[config.mk]
export PLATFORM = sky130hd
export DESIGN_NAME = morse_stream_decoder
export DESIGN_NICKNAME = d
export VERILOG_FILES = /design/src/rtl/morse_stream_decoder.sv
export SDC_FILE = /design/constraint.sdc
export NUM_CORES = 1
export LEC_CHECK = 0
export ABC_CLOCK_PERIOD_IN_PS = 3900
export CORE_ASPECT_RATIO = 0.9
export CORE_MARGIN = 2
export CORE_UTILIZATION = 45
export DETAILED_ROUTE_END_ITERATION = 7
export PLACE_DENSITY = 0.68
export SETUP_SLACK_MARGIN = 0.5
export SLEW_MARGIN = 20
export SYNTH_ARGS = -nofsm -noshare
export SYNTH_HDL_FRONTEND = slang
export SYNTH_SLANG_ARGS = --single-unit
[constraint.sdc]
create_clock -name clk -period 3.9 [get_ports clk]
set_input_delay 0.975 -clock clk [delete_from_list [all_inputs] [get_ports clk]]
set_output_delay 0.975 -clock clk [all_outputs]
set_load 0.02 [all_outputs]
[src/rtl/morse_stream_decoder.sv]
// Streaming Morse decoder: parses dit=0 / dah=10 / separator=11 bits and queues ASCII results in an output FIFO.
// Optional macro MORSE_PUNCT_EN adds '.', ',', '?' and '/' decoding (requires MAX_SYM >= 6).
module morse_stream_decoder #(
  parameter int MAX_SYM    = 6,
  parameter int FIFO_DEPTH = 4
) (
  input  logic                          clk,
  input  logic                          rst,
  input  logic                          bit_in,
  input  logic                          bit_valid,
  output logic                          bit_ready,
  output logic [7:0]                    out_char,
  output logic                          out_err,
  output logic                          out_valid,
  input  logic                          out_ready,
  output logic                          busy,
  output logic [$clog2(FIFO_DEPTH):0]   fifo_level,
  output logic [0:0]                    dbg_state
);

  // Handshakes: a bit transfers on a clock edge where bit_valid && bit_ready;
  // a FIFO entry is popped on an edge where out_valid && out_ready. Nothing
  // else changes state, and both may happen in the same cycle.

  localparam int CW = $clog2(MAX_SYM + 1);
  localparam int AW = $clog2(FIFO_DEPTH);

  localparam logic [0:0] SYM  = 1'b0;
  localparam logic [0:0] HALF = 1'b1;

  if (MAX_SYM < 5 || MAX_SYM > 8) begin : g_bad_max_sym
    $error("morse_stream_decoder: MAX_SYM must be in 5..8");
  end
  if (FIFO_DEPTH < 2 || (FIFO_DEPTH & (FIFO_DEPTH - 1)) != 0) begin : g_bad_depth
    $error("morse_stream_decoder: FIFO_DEPTH must be a power of 2, at least 2");
  end
`ifdef MORSE_PUNCT_EN
  if (MAX_SYM < 6) begin : g_bad_punct
    $error("morse_stream_decoder: MORSE_PUNCT_EN needs MAX_SYM >= 6");
  end
`endif

  logic [0:0]         state;
  logic [MAX_SYM-1:0] sym_pat;
  logic [CW-1:0]      sym_cnt;
  logic               ovf;

  logic               accept;
  logic               push;
  logic               pop;
  logic               full;
  logic               sym_bit;

  logic [7:0]         p8;
  logic [7:0]         lk_char;
  logic               lk_err;

  logic [8:0]         mem [FIFO_DEPTH];
  logic [AW-1:0]      wr_ptr;
  logic [AW-1:0]      rd_ptr;
  logic [AW:0]        count;

  assign full      = (count == (AW+1)'(FIFO_DEPTH));
  assign bit_ready = !full;
  assign accept    = bit_valid && bit_ready;
  assign push      = accept && (state == HALF) && bit_in;
  assign out_valid = (count != '0);
  assign pop       = out_valid && out_ready;
  assign sym_bit   = (state == HALF);
  assign busy      = (sym_cnt != '0) || (state == HALF);
  assign fifo_level = count;
  assign dbg_state = state;

  // Symbol parser; a symbol beyond MAX_SYM is dropped and only marks ovf.
  always_ff @(posedge clk) begin
    if (rst) begin
      state   <= SYM;
      sym_pat <= '0;
      sym_cnt <= '0;
      ovf     <= 1'b0;
    end else if (accept) begin
      if (state == SYM && bit_in) begin
        state <= HALF;
      end else if (state == HALF && bit_in) begin
        state   <= SYM;
        sym_pat <= '0;
        sym_cnt <= '0;
        ovf     <= 1'b0;
      end else begin
        state <= SYM;
        if (sym_cnt == CW'(MAX_SYM)) begin
          ovf <= 1'b1;
        end else begin
          sym_pat <= {sym_pat[MAX_SYM-2:0], sym_bit};
          sym_cnt <= sym_cnt + 1'b1;
        end
      end
    end
  end

  // Character lookup; the valid field sits in the low sym_cnt bits with upper bits zero.
  always_comb begin
    p8      = 8'(sym_pat);
    lk_char = 8'h00;
    if (!ovf) begin
      case (int'(sym_cnt))
        0: lk_char = 8'h20;
        1: lk_char = p8[0] ? 8'h54 : 8'h45;
        2: begin
          case (p8[1:0])
            2'b00:   lk_char = 8'h49;
            2'b01:   lk_char = 8'h41;
            2'b10:   lk_char = 8'h4E;
            default: lk_char = 8'h4D;
          endcase
        end
        3: begin
          case (p8[2:0])
            3'b000:  lk_char = 8'h53;
            3'b001:  lk_char = 8'h55;
            3'b010:  lk_char = 8'h52;
            3'b011:  lk_char = 8'h57;
            3'b100:  lk_char = 8'h44;
            3'b101:  lk_char = 8'h4B;
            3'b110:  lk_char = 8'h47;
            default: lk_char = 8'h4F;
          endcase
        end
        4: begin
          case (p8[3:0])
            4'b0000: lk_char = 8'h48;
            4'b0001: lk_char = 8'h56;
            4'b0010: lk_char = 8'h46;
            4'b0100: lk_char = 8'h4C;
            4'b0110: lk_char = 8'h50;
            4'b0111: lk_char = 8'h4A;
            4'b1000: lk_char = 8'h42;
            4'b1001: lk_char = 8'h58;
            4'b1010: lk_char = 8'h43;
            4'b1011: lk_char = 8'h59;
            4'b1100: lk_char = 8'h5A;
            4'b1101: lk_char = 8'h51;
            default: lk_char = 8'h00;
          endcase
        end
        5: begin
          case (p8[4:0])
            5'b11111: lk_char = 8'h30;
            5'b01111: lk_char = 8'h31;
            5'b00111: lk_char = 8'h32;
            5'b00011: lk_char = 8'h33;
            5'b00001: lk_char = 8'h34;
            5'b00000: lk_char = 8'h35;
            5'b10000: lk_char = 8'h36;
            5'b11000: lk_char = 8'h37;
            5'b11100: lk_char = 8'h38;
            5'b11110: lk_char = 8'h39;
`ifdef MORSE_PUNCT_EN
            5'b10010: lk_char = 8'h2F;
`endif
            default:  lk_char = 8'h00;
          endcase
        end
        6: begin
`ifdef MORSE_PUNCT_EN
          case (p8[5:0])
            6'b010101: lk_char = 8'h2E;
            6'b110011: lk_char = 8'h2C;
            6'b001100: lk_char = 8'h3F;
            default:   lk_char = 8'h00;
          endcase
`else
          lk_char = 8'h00;
`endif
        end
        default: lk_char = 8'h00;
      endcase
    end
    // Every valid result is a printable code, so 0x00 doubles as the error marker.
    lk_err = (lk_char == 8'h00);
  end

  always_ff @(posedge clk) begin
    if (!rst && push) begin
      mem[wr_ptr] <= {lk_err, lk_char};
    end
  end

  always_ff @(posedge clk) begin
    if (rst) begin
      wr_ptr <= '0;
      rd_ptr <= '0;
      count  <= '0;
    end else begin
      if (push) wr_ptr <= wr_ptr + 1'b1;
      if (pop)  rd_ptr <= rd_ptr + 1'b1;
      case ({push, pop})
        2'b10:   count <= count + 1'b1;
        2'b01:   count <= count - 1'b1;
        default: count <= count;
      endcase
    end
  end

  assign out_char = out_valid ? mem[rd_ptr][7:0] : 8'h00;
  assign out_err  = out_valid ? mem[rd_ptr][8]   : 1'b0;

endmodule

# After elaboration in Yosys (flattened, before gate mapping)
# Memories as Yosys holds them, arrays and structs flattened. A register that Yosys moved wholly into a read port is not among the register bits.
# Index checks and enable logic that the tools add are counted.
word_totals:
  ff_bits: 17
  ram_bits: 36
  mem_bits_ro: 288
  inputBits: 5
  output_inout_bits: 16
  mem_count: 3
mem_list:
  columns: ["name", "depth", "word_bits", "read_ports", "rd_clocked_by_memory_dff", "wr", "line_no", "rtl"]
  rows:
  - ["(name not given)", 32, 6, 1, 1, 0, "147", "case (p8[4:0])"]
  - ["(name not given)", 16, 6, 1, 1, 0, "130", "case (p8[3:0])"]
  - ["mem", 4, 9, 1, 1, 1, "58", "logic [8:0] mem [FIFO_DEPTH];"]
op_classes:
  addsub: 5
  eq_ne: 18
  muxes: 23
  n_bitwise: 2
  n_reduce_logical: 20
op_table:
  columns: ["operator", "count"]
  rows:
  - ["$pmux 8 s6", 1]
  - ["$pmux 5 s7", 1]
  - ["$mux 5", 5]
  - ["$eq 3x3->1 const B", 7]
  - ["$mux 8", 2]
  - ["$eq 3x2->1 const B", 4]
  - ["$pmux 4 s3", 1]
  - ["$logic_not 8->1", 1]
  - ["$mux 4", 2]
  - ["$logic_and 1x1->1", 7]
  - ["$add 3x1->3 const B", 2]
  - ["$eq 3x1->1 const B", 2]
  - ["$logic_not 3->1", 2]
  - ["$mux 1", 6]
  - ["$mux 3", 2]
  - ["$pmux 3 s2", 1]
  - ["$reduce_and 3->1", 2]
  - ["$reduce_bool 3->1", 2]
  - ["$add 2x1->2 const B", 2]
  - ["$eq 2x1->1 const B", 2]
  - ["$eq 2x2->1 const B", 2]
  - ["$mux 2", 2]
  - ["$reduce_bool 2->1", 2]
  - ["$sub 3x1->3 const B", 1]
  - ["5 further kinds", 7]

# Logic depth before layout (Yosys ltp)
logic_depth:
  word_depth: 8
  mapped_depth: 11
  depth_no_buf: 11

# Worst setup path before layout
# No wires, ideal clock.
synth_timing:
  path_kind: "register to register"
  start: "register sym_cnt[2]"
  end: "memory mem[0][8] (data pin)"
  arrival_time_ns: 2.452
  setup_slack_ns: 1.208
  stages_incl_launch_ff: 9
  n_path_buf: 2
  cell_sequence: "dfxtp_1 buf_2 clkinv_1 ha_1 clkbuf_1 o41ai_4 a41oi_1 or4_1 nor4_1"
synth_via:
  elab_chain_len: 4
  word_cells_on_any_way: 9
  classes_between: "eq/ne: 5; mux: 2; reduce/logical: 2"
synth_rtl:
  columns: ["item", "line_no", "rtl"]
  rows:
  - ["start, declared", "45", "logic [CW-1:0] sym_cnt;"]
  - ["start signal, assigned", "95", "sym_cnt <= sym_cnt + 1'b1;"]
  - ["$eq 3x3->1 (tied with other cells)", "106", "case (int'(sym_cnt))"]
  - ["$pmux 8 s6 *", "106", null]
  - ["$mux 8 *", "105", "if (!ovf) begin"]
  - ["net lk_char[4]", "55", "logic [7:0] lk_char;"]
  - ["$logic_not 8->1 *", "180", "lk_err = (lk_char == 8'h00);"]
  - ["net lk_err", "56", "logic lk_err;"]
  - ["end, declared", "58", null]
# Mark *: on every way through the listed nets, which the timed path passes. The rest lies on a longest branch.

# Worst setup path after layout
layout_timing:
  start: "register sym_cnt[2]"
  end: "memory mem[3][8] (data pin)"
# Same word-level chain as after synthesis.

==> out/metrics.yaml <==
placement:
  dp_hpwl_um: 3920
  portBuffers: 19
  gp_congestion: 0.842
drt:
  drc: 0
  via_per_inst: 5.14
  wl_um: 5590
  num_vias: 2020
  drtPass1Iterations: 4
  avgRoutedWirePerCell_um: 14.2
  drtAntennaViolNets: 0
  dr.first_iter.drc_count: 81
synth:
  yosysWarningCount: 0
  ys.flop_type: "edfxtp_1"
  postSynthAreaPerCell_um2: 11.2
  synthAdderAreaFrac: 0.0662
  synth_top_family_by_area: "simple AND/OR/NAND/NOR gates"
  synth_area_um2: 3140
  synth_cell_types: 58
  syn_inst: 280
  seq_area_frac_synth: 0.498
  synth-simple-area-share: 0.166
  synth_compound_area_frac: 0.107
  synth-xor-area-share: 0.0140
  async_flop_share: 0
  synth_edf_count: 32
  syn-num-nets: 301
  synth-seq-cells: 62
  synth.area.mux_share: 0.0945
timing:
  post-route-min-period_ns: 3.16
  max_freq_ghz: 0.317
  fin_crit_sh: 0.810
  setup_viol: 0
  final_hold_viol_count: 0
  rsz0062_at_grt: "no"
  fin_worst_skew_ns: 0.00771
  setup_tns_ns: 0
  maxSlewViolCount: 0
power:
  leakagePower_nw: 1.24
  ir_worst_vdd_mv: 0.268
  cellPowerDensity_nw_per_um2: 372
global_route:
  grt_pass1_vias: 1844
  grt_usage: 0.153
  grt_overflow: 0
  grt_pass1_wl_um: 9110
  grt_start_max_net_pins: 24
  antenna_found_initial: 0
floorplanning:
  die_w_um: 92.0
  dieHeight_um: 83.2
  coreArea_um2: 6660
  initial_utilization: 0.471
  dieArea_um2: 7660
  ios: 21
  std_cell_rows: 28
clock_network:
  h-tree-depth: 3
  root_buffer: "clkbuf_8"
  cts_tree: "built"
  clock_path_buffers: 2
  hold_buffers: 0
  clock_latency_ns: 0.34
  cts_buffers: 9
  postCtsSetupBuffers: 0
  clock-sinks: 62
  cts.clk_slew.worst_paths_ns: 0.07
flow_run:
  cap_viol_max_count: 0
final_layout:
  final_common_cell: "edfxtp_1"
  fillers: 598
  area_delta_synth_final_pct: 13.3
  multi_input_area_um2: 1410
  postLayoutCoreUtil: 0.534
  drive_gt1_frac: 0.158
  final_nets: 319
  mostFrequentLayoutCells: "32 x edfxtp_1, 29 x dfxtp_1, 27 x nand2_1"
  seq_area_um2: 1560
  diodes: 0
critical_path:
  critPathSlowestCell: "or4_1"
  r2r_setup_slack_ns: 0.74
  crit_path_max_fanout: 10
  critical_path_class: "flop to flop"
  crit_required_ns: 4.01
  worstPathArrival_ns: 3.27
  cp-end-kind: "flop"
  max_stage_delay_ns: 0.60
  cp_cell_sequence: "clkinv_1, ha_1, o41ai_4, a41oi_1, or4_1, nor4_2"
  critPathLaunchType: "flop"
outcome:
  outcome: "completed"
min_path:
  hp-class: "flop to flop"
## stage by stage
step	std cells	power [mW]	setup slack (ns)	instance area [µm²]	hold WS, ns
floorplan	280	0.817	1.21	3140	0.469
global placement	377	0.862	0.536	3380	0.485
detailed placement	377	0.864	0.435	3380	0.491
CTS	393	1.34	0.585	3550	0.500
finish	393	1.32	0.741	3550	0.496
global route	393	1.37	0.621	3550	0.529
## Yosys cell counts (all sizes together) (2+ instances only)
cell | number | area [µm²]
nor4 | 2 | 18.8
clkbuf | 7 | 26.3
mux2i | 6 | 63.8
mux4 | 8 | 180
nand2 | 28 | 113
or2 | 2 | 12.5
xor2 | 3 | 26.3
inv | 16 | 62.6
nor2 | 25 | 96.4
nor3b | 6 | 45.0
ha | 15 | 188
o211ai | 2 | 15.0
o21ai | 5 | 25.0
a311oi | 2 | 17.5
nand4 | 3 | 33.8
a22oi | 2 | 15.0
nor2b | 2 | 12.5
nand3b | 2 | 15.0
a21oi | 17 | 96.4
or3 | 2 | 12.5
nand2b | 5 | 31.3
buf | 11 | 77.6
dfxtp | 30 | 601
a22o | 3 | 26.3
a21o | 2 | 15.0
a31oi | 4 | 25.0
mux2 | 4 | 52.6
nand3 | 6 | 30.0
and2 | 10 | 62.6
a221oi | 4 | 47.6
or3b | 2 | 17.5
xnor2 | 2 | 17.5
edfxtp | 32 | 961
## cells by family (layout without fill, tap and decap cells)
| logic type | after synthesis | in the layout |
|---|---|---|
| XOR/XNOR | 5 | 5 |
| adder cells (fa/ha/maj) | 16 | 16 |
| flip-flops | 62 | 62 |
| AO/OA/AOI/OAI | 45 | 45 |
| other | 1 | 1 |
| AND/OR/NAND/NOR | 98 | 98 |
| multiplexers | 18 | 18 |
| buffers and inverters | 35 | 58 |
## final cells by class
class / instances / share of cell area
multi-input combinational: 183 / 0.397
inverter: 17 / 0.0187
timing repair buffer: 25 / 0.0662
sequential: 62 / 0.440
clock inverter: 6 / 0.0106
tap: 90 / 0.0317
clock buffer: 10 / 0.0359
## worst paths after layout
path         startpoint         to  depth (start not counted)
max          sym_cnt[2]  mem[3][8]                          6
max reg2reg  sym_cnt[2]  mem[3][8]                          6
min reg2reg   wr_ptr[1]  wr_ptr[1]                          2
min           wr_ptr[1]  wr_ptr[1]                          2
## layer usage
layer	share of wire	global-route usage
met5	0	0
met1	0.49	0.202
met4	0.0082	0.0529
met2	0.47	0.238
met3	0.036	0.0499
## worst max-delay path, delay by kind of cell (launching register included)
| kind | cells | cell delay (ns) |
|---|---|---|
| simple gates | 2 | 0.91 |
| compound gates | 2 | 0.73 |
| flops | 1 | 0.54 |
| fa+ha+maj | 1 | 0.41 |
| buf+inv | 1 | 0.33 |
## power breakdown
part           internal (mW)  switching, mW  leakage [nW]
Clock                  0.228          0.244        0.0801
Sequential             0.698         0.0104         0.514
Combinational         0.0627         0.0785         0.645
## timing repair
action,in CTS,in global routing
hold endpoints to repair,0,0
gates resized for setup,0,2
endpoints found under the setup margin,0,7
No activity file was read; power rests on OpenSTA's default activity.
